File: config.mk
export PLATFORM = sky130hd
export DESIGN_NAME = wts_bus_bridge
export DESIGN_NICKNAME = d
export VERILOG_FILES = /design/src/rtl/wts_bus_bridge.sv
export SDC_FILE = /design/constraint.sdc
export NUM_CORES = 1
export LEC_CHECK = 0
export CAP_MARGIN = 20
export CORE_MARGIN = 5
export CORE_UTILIZATION = 44
export DETAILED_ROUTE_END_ITERATION = 10
export PLACE_DENSITY = 0.81
export SLEW_MARGIN = 15
export SYNTH_ARGS = -nofsm -noshare
export SYNTH_HDL_FRONTEND = slang
export SYNTH_SLANG_ARGS = --single-unit
File: constraint.sdc
create_clock -name clk21m -period 3 [get_ports clk21m]
set_input_delay 0.3 -clock clk21m [delete_from_list [all_inputs] [get_ports clk21m]]
set_output_delay 0.3 -clock clk21m [all_outputs]
set_load 0.05 [all_outputs]
File: src/rtl/wts_bus_bridge.sv
// ============================================================================
// Module   : wts_bus_bridge
// Purpose  : OCM slot bus to wave-table core bridge with RAM handshake,
//            core register access and attenuated audio output.
// Revision : 1.0 - initial release
// ============================================================================
`default_nettype none

module wts_bus_bridge #(
    parameter int RD_LATENCY  = 10,
    parameter int RAM_TIMEOUT = 64,
    parameter int RAM_AW      = 21,
    parameter int CORE_W      = 12,
    parameter int WAV_W       = 15
) (
    input  logic                clk21m,
    input  logic                reset,
    input  logic                req,
    input  logic                wrt,
    input  logic [15:0]         adr,
    input  logic [7:0]          dbo,
    output logic [7:0]          dbi,
    output logic                ack,
    output logic                err,
    output logic                ramreq,
    input  logic                ramack,
    output logic                ramwrt,
    output logic [RAM_AW-1:0]   ramadr,
    input  logic [7:0]          ramdbi,
    output logic [7:0]          ramdbo,
    output logic                core_wrreq,
    output logic                core_rdreq,
    output logic                core_wr_active,
    output logic                core_rd_active,
    input  logic [7:0]          core_q,
    input  logic                core_mem_ncs,
    input  logic [RAM_AW-14:0]  core_mem_a,
    input  logic [CORE_W-1:0]   core_left,
    input  logic [CORE_W-1:0]   core_right,
    input  logic                sw_mono,
    input  logic [2:0]          vol,
    output logic [WAV_W-1:0]    wavl,
    output logic [WAV_W-1:0]    wavr
);

    localparam int c_SH = WAV_W - CORE_W;

    typedef enum logic [2:0] {
        ST_IDLE = 3'd0,
        ST_RAM  = 3'd1,
        ST_CRD  = 3'd2,
        ST_CWR  = 3'd3,
        ST_DONE = 3'd4
    } state_t;

    state_t              r_state;
    state_t              w_next;
    logic [7:0]          r_cnt;
    logic [12:0]         r_adr;
    logic [RAM_AW-14:0]  r_mem_a;
    logic                r_wrt;
    logic [7:0]          r_dbo;
    logic                w_ram_tmo;
    logic                w_unused;

    // Upper bus address bits are decoded by the core, not by the bridge.
    assign w_unused = ^adr[15:13];

    always_ff @(posedge clk21m or posedge reset) begin
        if (reset) r_state <= ST_IDLE;
        else       r_state <= w_next;
    end

    always_comb begin
        w_next     = r_state;
        core_wrreq = 1'b0;
        core_rdreq = 1'b0;
        w_ram_tmo  = 1'b0;
        case (r_state)
            ST_IDLE: begin
                if (req && !reset) begin
                    if (!core_mem_ncs) begin
                        w_next = ST_RAM;
                    end else if (wrt) begin
                        w_next     = ST_CWR;
                        core_wrreq = 1'b1;
                    end else begin
                        w_next     = ST_CRD;
                        core_rdreq = 1'b1;
                    end
                end
            end
            ST_RAM: begin
                // An ack in the expiry clock wins over the timeout.
                if (ramack) begin
                    w_next = ST_DONE;
                end else if (r_cnt <= 8'd1) begin
                    w_next    = ST_DONE;
                    w_ram_tmo = 1'b1;
                end
            end
            ST_CRD:  if (r_cnt == 8'd0) w_next = ST_DONE;
            ST_CWR:  w_next = ST_DONE;
            ST_DONE: w_next = ST_IDLE;
            default: w_next = ST_IDLE;
        endcase
    end

    always_ff @(posedge clk21m or posedge reset) begin
        if (reset) begin
            r_cnt          <= 8'd0;
            r_adr          <= '0;
            r_mem_a        <= '0;
            r_wrt          <= 1'b0;
            r_dbo          <= 8'd0;
            dbi            <= 8'h00;
            ack            <= 1'b0;
            err            <= 1'b0;
            ramreq         <= 1'b0;
            core_rd_active <= 1'b0;
            core_wr_active <= 1'b0;
        end else begin
            ack            <= (w_next == ST_DONE);
            core_rd_active <= (w_next == ST_CRD) || (w_next == ST_DONE && r_state == ST_CRD);
            core_wr_active <= (w_next == ST_CWR) || (w_next == ST_DONE && r_state == ST_CWR);
            case (r_state)
                ST_IDLE: begin
                    if (w_next == ST_RAM) begin
                        r_adr   <= adr[12:0];
                        r_mem_a <= core_mem_a;
                        r_wrt   <= wrt;
                        r_dbo   <= dbo;
                        ramreq  <= 1'b1;
                        r_cnt   <= 8'(RAM_TIMEOUT);
                    end else if (w_next == ST_CRD) begin
                        r_cnt   <= 8'(RD_LATENCY - 1);
                    end
                end
                ST_RAM: begin
                    r_cnt <= r_cnt - 8'd1;
                    if (ramack) begin
                        ramreq <= 1'b0;
                        if (!r_wrt) dbi <= ramdbi;
                    end else if (w_ram_tmo) begin
                        ramreq <= 1'b0;
                        err    <= 1'b1;
                        if (!r_wrt) dbi <= 8'hFF;
                    end
                end
                ST_CRD: begin
                    r_cnt <= r_cnt - 8'd1;
                    if (r_cnt == 8'd0) dbi <= core_q;
                end
                default: ;
            endcase
        end
    end

    assign ramwrt = r_wrt;
    assign ramdbo = r_dbo;
    assign ramadr = {r_mem_a, r_adr};

    // Audio path: scale to output width, mono sum keeps its carry bit.
    logic [CORE_W:0]   w_mix;
    logic [WAV_W-1:0]  w_l_sc;
    logic [WAV_W-1:0]  w_r_sc;
    logic [WAV_W-1:0]  w_m_sc;

    assign w_mix  = {1'b0, core_left} + {1'b0, core_right};
    assign w_l_sc = WAV_W'(core_left) << c_SH;
    assign w_r_sc = WAV_W'(core_right) << c_SH;
    assign w_m_sc = WAV_W'(w_mix) << (c_SH - 1);

    always_ff @(posedge clk21m or posedge reset) begin
        if (reset) begin
            wavl <= '0;
            wavr <= '0;
        end else if (sw_mono) begin
            wavl <= w_m_sc >> vol;
            wavr <= w_m_sc >> vol;
        end else begin
            wavl <= w_l_sc >> vol;
            wavr <= w_r_sc >> vol;
        end
    end

endmodule

`default_nettype wire

==> summary.txt, run 1 <==
Outcome
  • Outcome: finished clean

STA
  • Post-route minimum period: 2.88 ns
  • Top achievable clock speed: 347 MHz
  • Clock Skew: 0.00462 ns
  • Hold_ws: 0.481 ns
  • Setup violators final: 0
  • Crit share post-route: 0.961
  • Final Hold Viols: 0
  • Slew margin rel.: 0.492
  • Slew Limit Fails: 0
  • RSZ-0062 raised after global routing: no
  • Worst-margin pin slew: 0.762 ns

Place
  • Port Buffer Count: 153
  • Final RePlAce weighted congestion: 0.922
  • Placed Cells: 923
  • DP Area: 7570 um^2
  • DP Wirelength: 13400 um

Pwr
  • Psw: 2.92 mW
  • P per Cell Area: 830 nW/um^2
  • Max VDD drop: 0.000345 V
  • Leak: 3.48 nW
  • Tot Pwr: 6.52 mW
  • Clock share of power: 0.158
  • Logic pwr share: 0.565
  • Sequential power share: 0.277
  • Switch share: 0.447
  • Int Power: 3.61 mW

Logic synthesis
  • Syn Inst Count: 568
  • Post-synth top area share: 0.384
  • Syn avg cell area: 9.63 um^2
  • Synth top cells by count: dfrtp_1 (84), nor2_1 (51), a21oi_1 (48)
  • Synth cell types: 74
  • Largest area contributor in the netlist: dfrtp_1
  • Mapped cell area: 5470 um^2
  • Asr flop ratio synth: 1.00
  • Number of synthesized register bits: 84
  • Post-synth EDFFs: 0
  • Most frequent cell after synthesis: dfrtp_1
  • Register area share after synthesis: 0.384
  • Largest cells by area after synthesis: dfrtp_1 (38%), mux2_4 (7.1%), mux2_2 (4.5%)
  • Synth Flop Type: dfrtp_1
  • Yosys warning total: 0
  • Post-Synthesis Net Count: 665

Floorplan
  • Site row count: 40
  • Io pins: 157
  • Core area: 12100 um^2
  • Die width: 121 um
  • Die footprint: 14800 um^2
  • Initial Util: 0.451
  • Die H: 121 um

Detailed routing
  • Detailed Routing Iterations Pass 1: 6
  • Wirelength per Cell: 17.7 um
  • Vias after detailed routing: 5196
  • Total wire length: 16700 um
  • DRC: 0
  • Antenna Violating Nets Remaining: 0
  • DR vias/cell: 5.53
  • Drt initial violations: 448

Setup path
  • Critical Path Max Stage Delay: 0.48 ns
  • Top cell by count, worst path: mux2_2
  • Slowest cell on crit path: clkdlybuf4s50_1
  • CP Class: input pin to flop
  • CP cell instances: clkdlybuf4s50_1 > ha_1 > inv_1 > fa_1 > nand2b_4 > a21o_1 > a211oi_1 > a311oi_1 > buf_4 > mux2_2 > mux2_2 > a221o_1
  • Crit path capture type: flop
  • Crit path DAT: 3.09 ns
  • Startpoint types: input pin
  • Required @ worst endpoint: 3.21 ns
  • R2r worst-path depth: 6
  • Largest fanout on the critical path: 4

GRT
  • Vias in the first global route: 5121
  • Total track usage: 0.221
  • Global-route wire length before repair: 26000 um
  • Largest net degree at the start of global routing: 64
  • Antenna violations before repair: 0
  • Grt total ovfl: 0

Finish
  • Final Non-Filler Cells: 939
  • Final instance area: 7860 um^2
  • Diode count: 0
  • Fraction of layout cells with a size suffix above 1: 0.208
  • Layout Nets: 863
  • Layout area overhead: 43.8%

Clocking
  • Total setup buffers inserted after CTS: 0
  • H-tree levels: 3
  • Max Root-Sink Buffers: 2
  • CTS Sinks: 84
  • Insertion delay of the later-clocked pin in the worst-skew pair: 0.33 ns
  • TritonCTS clock tree: yes
  • Root buf cell: clkbuf_16
  • Clk pin slew, worst setup/hold paths: 0.06 ns
  • TritonCTS Buffers: 9

Worst hold path
  • Hold depth: 2
  • Worst Hold Class: flop to flop

Job
  • MaxCap Viol Count: 0
sequential cells by signal, summed over array words and instances (netlist names):
| register | cells |
|---|---|
| ack | 1 |
| core_rd_active | 1 |
| core_wr_active | 1 |
| dbi | 8 |
| err | 1 |
| r_adr | 13 |
| r_cnt | 8 |
| r_mem_a | 8 |
| r_state | 3 |
| ramdbo | 8 |
| ramreq | 1 |
| ramwrt | 1 |
| wavl | 15 |
| wavr | 15 |
metal layers:
metal / GRT usage / vias up / routed length, um
met2: 0.389 / 225 / 8220
li1: - / 2474 / -
met3: 0.0480 / 22 / 1190
met4: 0.0707 / 0 / 318
met1: 0.268 / 2475 / 6920
met5: 0 / - / 0
through the flow:
stage	utilization	setup slack, ns	TNS [ns]
floorplan	-	0.0289	0
global placement	0.625	-0.214	-2.19
detailed placement	0.625	-0.243	-2.65
CTS	0.648	0.0982	0
global route	0.649	0.00811	0
finish	0.649	0.118	0
power by group through the flow:
stage	Combinational, mW	Clock, mW	Sequential (mW)
after floorplan	1.30	0	2.95
after global placement	3.61	0	1.79
after detailed placement	3.68	0	1.82
after CTS	3.70	1.05	1.81
after global routing	3.88	1.10	1.85
final	3.69	1.03	1.81
cells by family after synthesis:
kind of cell,synth area share
buf+inv,0.0515
xor+xnor,0.0176
simple gates,0.133
mux,0.165
fa+ha+maj,0.0357
compound gates,0.213
flops,0.384
cells in the final DEF (no fill, tap or decap), types with 4 or more instances in the layout:
| cell type | Yosys | layout |
|---|---|---|
| nand2b_1 | 5 | 4 |
| a21o_1 | 7 | 7 |
| inv_1 | 24 | 23 |
| dfrtp_1 | 84 | 84 |
| clkinvlp_4 | 0 | 5 |
| mux2_4 | 26 | 26 |
| a21oi_1 | 48 | 48 |
| mux2i_1 | 22 | 22 |
| xor2_1 | 5 | 5 |
| o31ai_1 | 4 | 4 |
| o21ai_0 | 44 | 44 |
| mux2_2 | 22 | 22 |
| xnor2_1 | 6 | 6 |
| and3_1 | 5 | 5 |
| nor2_1 | 51 | 51 |
| and2_1 | 5 | 5 |
| a211oi_1 | 14 | 14 |
| o211ai_1 | 7 | 7 |
| nor3_1 | 8 | 8 |
| nand3_1 | 13 | 13 |
| buf_4 | 3 | 69 |
| nand2_1 | 43 | 43 |
| clkbuf_16 | 0 | 9 |
| a221oi_1 | 5 | 5 |
| a311oi_1 | 5 | 5 |
| ha_1 | 14 | 14 |
| clkdlybuf4s50_1 | 0 | 151 |
worst paths after layout:
path / end / slack [ns] / from
min in group asynchronous: wavl[13] / 0.50 / reset
worst min-delay path: dbi[6] / 0.48 / dbi[6]
worst max register to register: r_adr[9] / 0.33 / r_cnt[2]
max in group asynchronous: r_adr[8] / 1.80 / reset
worst min register to register: dbi[6] / 0.48 / dbi[6]
worst max-delay path: wavr[6] / 0.12 / core_left[0]
timing repair:
action,4_1_cts,5_1_grt
hold buffers,0,0
setup endpoints to repair,0,8
gates resized for setup,0,2
critical path, delay by kind of cell:
family	cells	cell delay, ns
AOI/OAI and AO/OA	4	0.80
adders and majority gates	2	0.56
buffers and inverters	3	0.70
muxes	2	0.56
and+or+nand+nor	1	0.16
area by class of cell:
type                       count  area (um^2)
clock buffer                  10          239
clock inverter                 6         47.5
tap                          168          210
inverter                      26          101
sequential                    84         2100
multi-input combinational    423         3090
fill                        1024         4250
timing repair buffer         222         2070
Note: power is estimated with default switching activity, not from simulation.
==> run 2, diff against run 1 <==
Settings changed: CORE_ASPECT_RATIO set to 0.9.
==> run 2 against run 1 <==
Sequential cell count stayed put; cell count down 0.85%; via count rose by 1.4%; highest routed layer is now met5; fmax rose by 0.13%.
==> summary.txt, run 2 (same netlist as run 1, synthesis figures left out) <==
Detailed routing
  • Detailed Routing Iterations Pass 1: 8
  • Drt initial violations: 546
  • Total wire length: 16700 um
  • DR vias/cell: 5.66
  • DRC: 0
  • Vias after detailed routing: 5268
  • Wirelength per Cell: 17.9 um
  • Antenna Violating Nets Remaining: 0

Pwr
  • Sequential power share: 0.277
  • Clock share of power: 0.156
  • Max VDD drop: 0.000397 V
  • Int Power: 3.61 mW
  • P per Cell Area: 832 nW/um^2
  • Leak: 3.49 nW
  • Switch share: 0.448
  • Logic pwr share: 0.567
  • Psw: 2.93 mW

GRT
  • Total track usage: 0.224
  • Global-route wire length before repair: 26500 um
  • Largest net degree at the start of global routing: 85
  • Antenna violations before repair: 1
  • Grt total ovfl: 0
  • Vias in the first global route: 5258

Setup path
  • Crit path capture type: flop
  • Top cell by count, worst path: mux2_2
  • Crit path DAT: 3.10 ns
  • Slowest cell on crit path: clkdlybuf4s50_1
  • CP cell instances: clkdlybuf4s50_1 > ha_1 > inv_1 > fa_1 > nand2b_1 > a21o_1 > a211oi_2 > a311oi_2 > mux2_2 > mux2_2 > a221o_1
  • Critical Path Max Stage Delay: 0.50 ns
  • Setup crit start: core_left[0]
  • Largest fanout on the critical path: 4
  • CP Class: input pin to flop
  • Required @ worst endpoint: 3.22 ns
  • Startpoint types: input pin
  • R2r startpoint: r_cnt[2]

Clocking
  • CTS Sinks: 84
  • CTS hold repair buffers: 0
  • Total setup buffers inserted after CTS: 0
  • TritonCTS Buffers: 9
  • TritonCTS clock tree: yes
  • Max Root-Sink Buffers: 2
  • Clk pin slew, worst setup/hold paths: 0.06 ns
  • Insertion delay of the later-clocked pin in the worst-skew pair: 0.34 ns
  • H-tree levels: 3
  • Root buf cell: clkbuf_16

STA
  • Final worst slack: 0.122 ns
  • Setup violators final: 0
  • Post-route minimum period: 2.88 ns
  • Slew Limit Fails: 0
  • Clock Skew: 0.00268 ns
  • Hold_ws: 0.473 ns
  • Worst-margin pin slew: 0.725 ns
  • Slew margin rel.: 0.517
  • RSZ-0062 raised after global routing: no
  • Top achievable clock speed: 347 MHz
  • Final Hold Viols: 0
  • Crit share post-route: 0.959

Outcome
  • Outcome: finished clean

Floorplan
  • Core area: 12100 um^2
  • Die H: 116 um
  • Initial Util: 0.451
  • Die footprint: 14800 um^2
  • Site row count: 38
  • Die width: 128 um
  • Io pins: 157

Finish
  • Most common cell after layout, fill and taps aside: clkdlybuf4s50_1
  • Largest registers: wavl (15), wavr (15), r_adr (13)
  • Post-layout util: 0.648
  • Layout Nets: 863
  • Most frequent cells in the layout: clkdlybuf4s50_1 (151), dfrtp_1 (84), buf_4 (67)
  • Fillers: 941
  • Layout area overhead: 43.8%
  • Diode count: 0
  • Fraction of layout cells with a size suffix above 1: 0.210

Place
  • Port Buffer Count: 153
  • Final RePlAce weighted congestion: 0.942
  • DP Wirelength: 13100 um
  • Place WS: -0.360 ns

Worst hold path
  • HP Start: err
  • Worst Hold Class: flop to flop

Job
  • MaxCap Viol Count: 0
==> run 2: layout make-up <==
type	instances	area [um^2]	area share
Multi-Input combinational cell	423	3110	0.395
Sequential cell	84	2100	0.267
Timing Repair Buffer	222	2070	0.264
Clock buffer	11	243	0.0309
Tap cell	160	200	0.0255
Inverter	26	101	0.0129
Clock inverter	5	35.0	0.00446
==> run 2: metrics by stage <==
| stage | cell area, um^2 | std cells | setup TNS, ns | total power [mW] |
|---|---|---|---|---|
| floorplan | 5470 | 568 | 0 | 4.25 |
| global placement | 7550 | 914 | -2.65 | 5.40 |
| detailed placement | 7550 | 914 | -5.19 | 5.50 |
| CTS | 7830 | 930 | 0 | 6.56 |
| global route | 7860 | 931 | 0 | 6.86 |
| finish | 7860 | 931 | 0 | 6.54 |
==> run 2: critical path: cells and delay by family <==
kind | cells | cell delay [ns]
fa+ha+maj | 2 | 0.55
compound gates | 4 | 0.85
mux | 2 | 0.61
simple gates | 1 | 0.21
buf+inv | 2 | 0.56
==> run 2: final timing paths <==
check | to | slack (ns) | cells after the start
max | wavl[6] | 0.12 | 11
min | err | 0.47 | 1
max reg2reg | r_mem_a[1] | 0.38 | 7
min reg2reg | err | 0.47 | 1
max in group asynchronous | r_adr[11] | 1.88 | 3
min in group asynchronous | wavr[5] | 0.64 | 3
==> run 2: metal layers <==
layer  routed length (um)  GRT usage  part of all wire
met3                 1420     0.0512             0.085
met4                  314     0.0643             0.019
met2                 8020      0.377              0.48
met5                   13          0           0.00078
met1                 6930      0.291              0.41
==> run 2: timing repair <==
item | in CTS | in global routing
pin swaps | 0 | 1
endpoints found under the hold margin | 0 | 0
gates resized for setup | 1 | 4
endpoints found under the setup margin | 2 | 6
==> run 2: power by group through the flow <==
stage | logic (mW) | clock network, mW | registers (mW)
after floorplan | 1.30 | 0 | 2.95
after global routing | 3.90 | 1.10 | 1.86
after CTS | 3.71 | 1.04 | 1.81
after detailed placement | 3.68 | 0 | 1.82
after global placement | 3.61 | 0 | 1.79
final | 3.71 | 1.02 | 1.81
